--- src/rtl/bpf_power_meter.sv ---
// bpf_power_meter: cascaded DF-I biquad band-pass on one time-multiplexed MAC with windowed power output.
module bpf_power_meter #(
  parameter int NSEC    = 2,
  parameter int IN_W    = 16,
  parameter int DATA_W  = 27,
  parameter int FRAC    = 23,
  parameter int OUT_W   = 14,
  parameter int OUT_LSB = 11,
  parameter int PWR_W   = 11,
  parameter int ACC_W   = 40
) (
  input  logic                     aud_clk,
  input  logic                     reset,
  input  logic                     enable,
  input  logic                     in_valid,
  input  logic signed [IN_W-1:0]   in_aud,
  input  logic                     coef_we,
  input  logic [5:0]               coef_addr,
  input  logic signed [DATA_W-1:0] coef_wdata,
  input  logic [15:0]              win_len,
  input  logic [5:0]               pwr_shift,
  output logic                     coef_ready,
  output logic                     out_valid,
  output logic signed [OUT_W-1:0]  out_aud,
  output logic [PWR_W-1:0]         power,
  output logic                     power_valid,
  output logic                     drop,
  output logic                     sat
);
  localparam int NC = 5 * NSEC;
  localparam int CB = $clog2(NC);
  localparam int SB = NSEC > 1 ? $clog2(NSEC) : 1;
  localparam int PW = 2 * DATA_W;
  localparam int SW = PW + 3;
  localparam logic signed [DATA_W-1:0] DMAX = {1'b0, {(DATA_W-1){1'b1}}};
  localparam logic signed [DATA_W-1:0] DMIN = {1'b1, {(DATA_W-1){1'b0}}};
  localparam logic signed [DATA_W-1:0] UNITY = DATA_W'(1) <<< FRAC;
  typedef enum logic [1:0] {IDLE, MAC, OUT} state_t;
  state_t state, state_nx;
  logic signed [DATA_W-1:0] coef [NC];
  logic signed [DATA_W-1:0] x1 [NSEC], x2 [NSEC], y1 [NSEC], y2 [NSEC];
  logic signed [DATA_W-1:0] cur_x, op, ysat, neg_x;
  logic signed [OUT_W-1:0]  out_r, osat;
  logic signed [PW-1:0]     prod;
  logic signed [SW-1:0]     mac, term, sum, sh;
  logic [DATA_W-1:0]        yo, mag;
  logic [CB-1:0]            ci;
  logic [SB-1:0]            sec;
  logic [2:0]               k;
  logic                     ovf, oovf, sat_acc, close;
  logic [ACC_W-1:0]         acc, acc_nx, pw;
  logic [ACC_W:0]           acc_sum;
  logic [PWR_W-1:0]         power_r, psat;
  logic [15:0]              cnt, cnt_nx, wl;
  wire accept = state == IDLE && in_valid && enable;
  always_comb begin
    state_nx = state;
    if (state == IDLE && accept) state_nx = MAC;
    if (state == MAC && k == 3'd4 && sec == SB'(NSEC - 1)) state_nx = OUT;
    if (state == OUT) state_nx = IDLE;
  end
  always_ff @(posedge aud_clk)
    if (reset) state <= IDLE;
    else state <= state_nx;
  // a1/a2 terms (k = 3, 4) are subtracted: a0 is an implicit 1.
  assign op   = k == 3'd0 ? cur_x : k == 3'd1 ? x1[sec] : k == 3'd2 ? x2[sec] : k == 3'd3 ? y1[sec] : y2[sec];
  assign prod = PW'(coef[ci]) * PW'(op);
  assign term = k >= 3'd3 ? -SW'(prod) : SW'(prod);
  assign sum  = mac + term;
  assign sh   = sum >>> FRAC;
  assign ovf  = !((&sh[SW-1:DATA_W-1]) || !(|sh[SW-1:DATA_W-1]));
  assign ysat = ovf ? (sh[SW-1] ? DMIN : DMAX) : sh[DATA_W-1:0];
  assign yo   = cur_x >>> OUT_LSB;
  assign oovf = !((&yo[DATA_W-1:OUT_W-1]) || !(|yo[DATA_W-1:OUT_W-1]));
  assign osat = oovf ? (yo[DATA_W-1] ? {1'b1, {(OUT_W-1){1'b0}}} : {1'b0, {(OUT_W-1){1'b1}}}) : yo[OUT_W-1:0];
  assign neg_x   = -cur_x;
  assign mag     = !cur_x[DATA_W-1] ? cur_x : neg_x[DATA_W-1] ? DMAX : neg_x;
  assign acc_sum = {1'b0, acc} + (ACC_W+1)'(mag);
  assign acc_nx  = acc_sum[ACC_W] ? '1 : acc_sum[ACC_W-1:0];
  assign pw      = acc_nx >> pwr_shift;
  assign psat    = |pw[ACC_W-1:PWR_W] ? '1 : pw[PWR_W-1:0];
  assign cnt_nx  = cnt + 16'd1;
  assign wl      = win_len == 16'd0 ? 16'd1 : win_len;
  assign close   = cnt_nx >= wl;
  assign coef_ready = state == IDLE;
  assign out_aud    = enable ? out_r : '0;
  assign power      = enable ? power_r : '0;
  always_ff @(posedge aud_clk) begin
    if (reset) begin
      for (int i = 0; i < NC; i++) coef[i] <= i % 5 == 0 ? UNITY : '0;
      for (int i = 0; i < NSEC; i++) begin
        x1[i] <= '0;
        x2[i] <= '0;
        y1[i] <= '0;
        y2[i] <= '0;
      end
      cur_x <= '0;
      mac <= '0;
      ci <= '0;
      sec <= '0;
      k <= '0;
      sat_acc <= 1'b0;
      acc <= '0;
      cnt <= '0;
      out_r <= '0;
      power_r <= '0;
      out_valid <= 1'b0;
      power_valid <= 1'b0;
      drop <= 1'b0;
      sat <= 1'b0;
    end else begin
      out_valid <= 1'b0;
      power_valid <= 1'b0;
      sat <= 1'b0;
      drop <= in_valid && enable && state != IDLE;
      if (coef_we && state == IDLE && coef_addr < 6'(NC)) coef[coef_addr[CB-1:0]] <= coef_wdata;
      if (accept) begin
        cur_x <= {{(DATA_W-IN_W-8){in_aud[IN_W-1]}}, in_aud, 8'b0};
        mac <= '0;
        ci <= '0;
        sec <= '0;
        k <= '0;
        sat_acc <= 1'b0;
      end
      if (state == MAC) begin
        ci <= ci + 1'b1;
        if (k == 3'd4) begin
          k <= '0;
          mac <= '0;
          sec <= sec + 1'b1;
          x1[sec] <= cur_x;
          x2[sec] <= x1[sec];
          y1[sec] <= ysat;
          y2[sec] <= y1[sec];
          cur_x <= ysat;
          sat_acc <= sat_acc | ovf;
        end else begin
          k <= k + 1'b1;
          mac <= sum;
        end
      end
      if (state == OUT) begin
        out_valid <= 1'b1;
        out_r <= osat;
        sat <= sat_acc | oovf;
        acc <= close ? '0 : acc_nx;
        cnt <= close ? '0 : cnt_nx;
        if (close) begin
          power_r <= psat;
          power_valid <= 1'b1;
        end
      end
      if (!enable) begin
        acc <= '0;
        cnt <= '0;
      end
    end
  end
endmodule

--- config.mk ---
export PLATFORM = sky130hd
export DESIGN_NAME = bpf_power_meter
export DESIGN_NICKNAME = d
export VERILOG_FILES = /design/src/rtl/bpf_power_meter.sv
export SDC_FILE = /design/constraint.sdc
export NUM_CORES = 2
export LEC_CHECK = 0
export CORE_MARGIN = 10
export CORE_UTILIZATION = 40
export CTS_BUF_LIST = sky130_fd_sc_hd__clkbuf_4 sky130_fd_sc_hd__clkbuf_8
export CTS_CLUSTER_DIAMETER = 60
export DETAILED_ROUTE_END_ITERATION = 6
export PLACE_DENSITY = 0.55
export SYNTH_ARGS = -nofsm -noshare
export SYNTH_HDL_FRONTEND = slang
export SYNTH_SLANG_ARGS = --single-unit
--- constraint.sdc ---
create_clock -name aud_clk -period 26.2 [get_ports aud_clk]
set_input_delay 5.24 -clock aud_clk [delete_from_list [all_inputs] [get_ports aud_clk]]
set_output_delay 5.24 -clock aud_clk [all_outputs]
set_load 0.01 [all_outputs]
==> impl_summary.txt <==
----------------------------------------------------
[STA]
  Time the worst path needs with I/O delays and setup ... 15.93 ns
  Transition at the pin with the smallest max-transition slack ... 1.392 ns
  Period utilization ... 60.82%
  Slack of the critical path ... approximately 10 ns
  Max-slew violations ... 0
  Tightest hold margin ... 0.4434 ns
  Total negative slack ... 0 ns
  Unrepaired setup endpoints after global routing ... no
  Final Skew ... 0.04763 ns
  Count of final hold-check violations ... 0
  Setup violations, final ... 0
  Highest clock frequency the design can meet ... between 60 and 70 MHz
  Slew margin rel. ... 7.182%

[Power and ir drop]
  Final total power ... 6624 uW
  Leakage component of the power ... 0.03331 uW
  Pwr per Cell Area ... 82.92 mW/mm^2
  Maximum resistive drop on vdd ... 0.1043 mV

[Clocking]
  Clock transition at path regs ... 0.06 ns
  Number of clock buffers inserted by TritonCTS ... 151
  Number of H-tree levels ... 4
  Deepest clock path buffer count ... 3
  Latest clock arrival within the worst-skew pair ... 0.90 ns
  Number of buffers inserted to repair setup after CTS ... 0
  Buffer cell driving the clock tree root ... sky130_fd_sc_hd__clkbuf_8
  Resized cells post-CTS ... 0
  Number of buffers inserted by hold repair at cts ... 0
  TritonCTS Sinks ... 832
  Clock tree from TritonCTS ... yes

[Setup path]
  Category of the worst setup path capture point ... register
  Largest stage delay, worst path ... 1.10 ns
  Bufs and invs on worst path ... 7
  R2r worst-path depth ... 44
  Setup slack of the worst register-to-register path ... 10.27 ns
  Family of cells with the greatest summed delay on the critical path ... compound AO/OA/AOI/OAI gates
  Crit path max-delay cell type ... sky130_fd_sc_hd__nand3_1
  Worst setup path class ... register to register
  Critical-path maximum fanout ... 46
  Data arrival time of the critical path ... roughly 17 ns
  Critical register-to-register path endpoint ... y1[0][13]$_SDFFCE_PN0P_
  CP required ... around 27 ns
  Kind of start point of the critical path ... register
  Library cell appearing most often on the critical path ... sky130_fd_sc_hd__fa_1

[Placed design]
  Port Buffers ... 105
  Placer congestion estimate ... about 0.90
  Post-place setup slack ... 10.33 ns
  Half-perimeter wire length after detailed placement ... ~150000 um

[Floorplan]
  Die Area ... around 0.20 sq mm
  Vertical extent of the die ... 446.0 um
  Core area ... 0.1805 sq mm
  Starting utilization of the core area ... roughly two fifths
  Total I/O pin count ... 106
  Chip Width ... approximately 450 um
  Site Rows ... 156

[Worst hold path]
  Hold path depth ... 1
  Launch instance of the worst min-delay path ... ci[3]$_SDFFE_PP0N_
  Min-Delay Path Class ... register to register

[Synth]
  Area leader, netlist ... sky130_fd_sc_hd__edfxtp_1
  Syn Inst Count ... 7310
  Yosys warning total ... 0
  Flip-flop and latch count after synthesis ... roughly 830
  Sequential share of the synthesized area ... 31.88%
  Yosys top cell area share ... 26.81%
  Fraction of synthesis flops using an asynchronous set or reset pin ... 0%
  Mean cell area of the mapped netlist ... between 9 and 10 sq um
  Total standard cell area after synthesis ... 0.07258 sq mm
  EDFF count, synth ... 648
  Most common flop cell mapped by yosys ... sky130_fd_sc_hd__edfxtp_1
  Count of unique library cells instantiated by Yosys ... just over 90
  Largest cells by area after synthesis ... sky130_fd_sc_hd__edfxtp_1 27%, sky130_fd_sc_hd__fa_1 21%, sky130_fd_sc_hd__mux4_2 5.2%

[Global route]
  Via count of the first global-routing pass ... 56390
  Total global routing overflow ... 0
  Pin count of the biggest net entering global routing ... 79
  Antenna violations before repair ... 8
  Total global routing track utilization ... 21.36%
  First-pass GRT wire length ... roughly 330000 um

[Run]
  Maximum capacitance violations ... 0

[Cells and area]
  Multi-input combinational cell area ... about 0.045 sq mm
  Area growth from synthesis to layout ... 10.07%
  Final Net Count ... 8535
  Area occupied by registers ... 0.02316 sq mm
  Fraction of final layout cells sized beyond drive strength 1 ... ~9%
  Filler Cell Count ... 17390

[Drt]
  Detailed-routing iteration count for the pre-antenna-repair pass ... 7
  DRC marker count from the first detailed-route iteration ... around 4500
  # DRC ... 0
  Routed wire length per instance ... 21.48 um
  Vias post-DR ... about 55000
  Aggregate routed wire length ... between 200000 and 250000 um
  Number of vias per cell ... 5.497
  Final antenna-violating net count ... 0

[Run status]
  Result of the run ... finished, final reports clean

----------------------------------------------------
==> sequential cells by signal, summed over array words and instances (netlist names), named ones only <==
name         flops
ci               4
k                3
power_r         11
cnt             16
acc             40
sec              1
y2              54
coef           432
out_r           14
mac             57
cur_x           27
sat              1
x2              54
sat_acc          1
out_valid        1
drop             1
state            2
power_valid      1
y1              54
x1              54
==> routing by layer <==
layer	track usage, %	wire, um
met1	29.02	92680
met2	34.89	100200
met5	0	27
met4	6.950	7055
met3	3.423	13230
==> cell usage after synthesis (166+ instances only) <==
| master | instances |
|---|---|
| sky130_fd_sc_hd__a21oi_1 | 325 |
| sky130_fd_sc_hd__clkbuf_1 | 376 |
| sky130_fd_sc_hd__dfxtp_1 | 184 |
| sky130_fd_sc_hd__o21ai_0 | 260 |
| sky130_fd_sc_hd__ha_1 | 266 |
| sky130_fd_sc_hd__fa_1 | 763 |
| sky130_fd_sc_hd__mux4_2 | 166 |
| sky130_fd_sc_hd__edfxtp_1 | 648 |
| sky130_fd_sc_hd__and2_1 | 327 |
| sky130_fd_sc_hd__inv_1 | 942 |
| sky130_fd_sc_hd__nand2_1 | 744 |
| sky130_fd_sc_hd__nor2_1 | 719 |
==> worst register-to-register path, delay by kind of cell, from the launching register on <==
family	cells	cell delay [ns]
AOI/OAI and AO/OA	14	4.29
muxes	2	0.91
and+or+nand+nor	9	3.20
adders and majority gates	9	4.20
xor gates and xnor gates	3	1.13
buffers and inverters	7	1.02
DFF	1	0.97
==> kinds of logic after synthesis <==
| group | after synthesis | share of synthesized area [%] |
|---|---|---|
| xor gates and xnor gates | 190 | 2.293 |
| AOI/OAI and AO/OA | 1211 | 10.68 |
| buffers and inverters | 1371 | 7.126 |
| DFF | 832 | 31.88 |
| muxes | 297 | 7.009 |
| adders and majority gates | 1029 | 25.63 |
| other | 1 | 0.005167 |
| and+or+nand+nor | 2379 | 15.37 |
==> where the power goes <==
part / switching (uW) / total, uW / leakage [uW] / internal [uW]
sequential: 32.1 / 1510 / 0.00822 / 1480
combinational: 2460 / 3820 / 0.0234 / 1360
clock: 576 / 1290 / 0.00165 / 719
total: 3060 / 6620 / 0.0333 / 3560
==> worst max-delay path by stage <==
stage | startpoint | to | slack (ns) | cells after the start
after global placement | register | y1[0][5]$_SDFFCE_PN0P_ | 10.55 | 44
after global routing | register | cur_x[1]$_SDFF_PP0_ | 9.31 | 44
final | register | y1[0][13]$_SDFFCE_PN0P_ | 10.27 | 44
after detailed placement | register | y1[0][4]$_SDFFCE_PN0P_ | 10.33 | 44
after floorplan | register | cur_x[25]$_SDFF_PP0_ | 12.58 | 52
after CTS | register | y1[0][13]$_SDFFCE_PN0P_ | 10.33 | 44
==> layout by cell type (no fill, tap or decap), drive strengths merged, types with 41 or more instances in the layout <==
| master | count |
|---|---|
| nor2 | 719 |
| a21oi | 325 |
| fa | 763 |
| ha | 266 |
| dfxtp | 184 |
| a31oi | 67 |
| xor2 | 76 |
| a21o | 107 |
| nor3 | 97 |
| inv | 950 |
| a211oi | 71 |
| nand3 | 86 |
| edfxtp | 648 |
| clkdlybuf4s50 | 102 |
| o21ai | 282 |
| buf | 130 |
| clkbuf | 220 |
| and2 | 329 |
| xnor2 | 114 |
| mux4 | 166 |
| o211ai | 41 |
| nand2b | 88 |
| conb | 162 |
| nor2b | 102 |
| mux2i | 101 |
| nand2 | 744 |
==> stage by stage <==
stage                     util (%)  std cells  area [sq um]
final                        44.25       9925         79890
after global routing         44.25       9921         79880
after CTS                    44.24       9919         79880
after detailed placement     42.51       9647         76740
after global placement       42.51       9647         76740
after floorplan                  -       7471         73190
==> cell type report <==
class | instances | share of cell area [%]
repair buffers | 232 | 2.493
well taps | 2370 | 3.712
inverters | 945 | 4.440
multi-input cells | 5268 | 56.43
clock buffers | 220 | 3.351
diodes | 6 | 0.01879
flip-flops and latches | 832 | 28.98
clock inverters | 52 | 0.5716
Power figures use the tool's default switching activity.
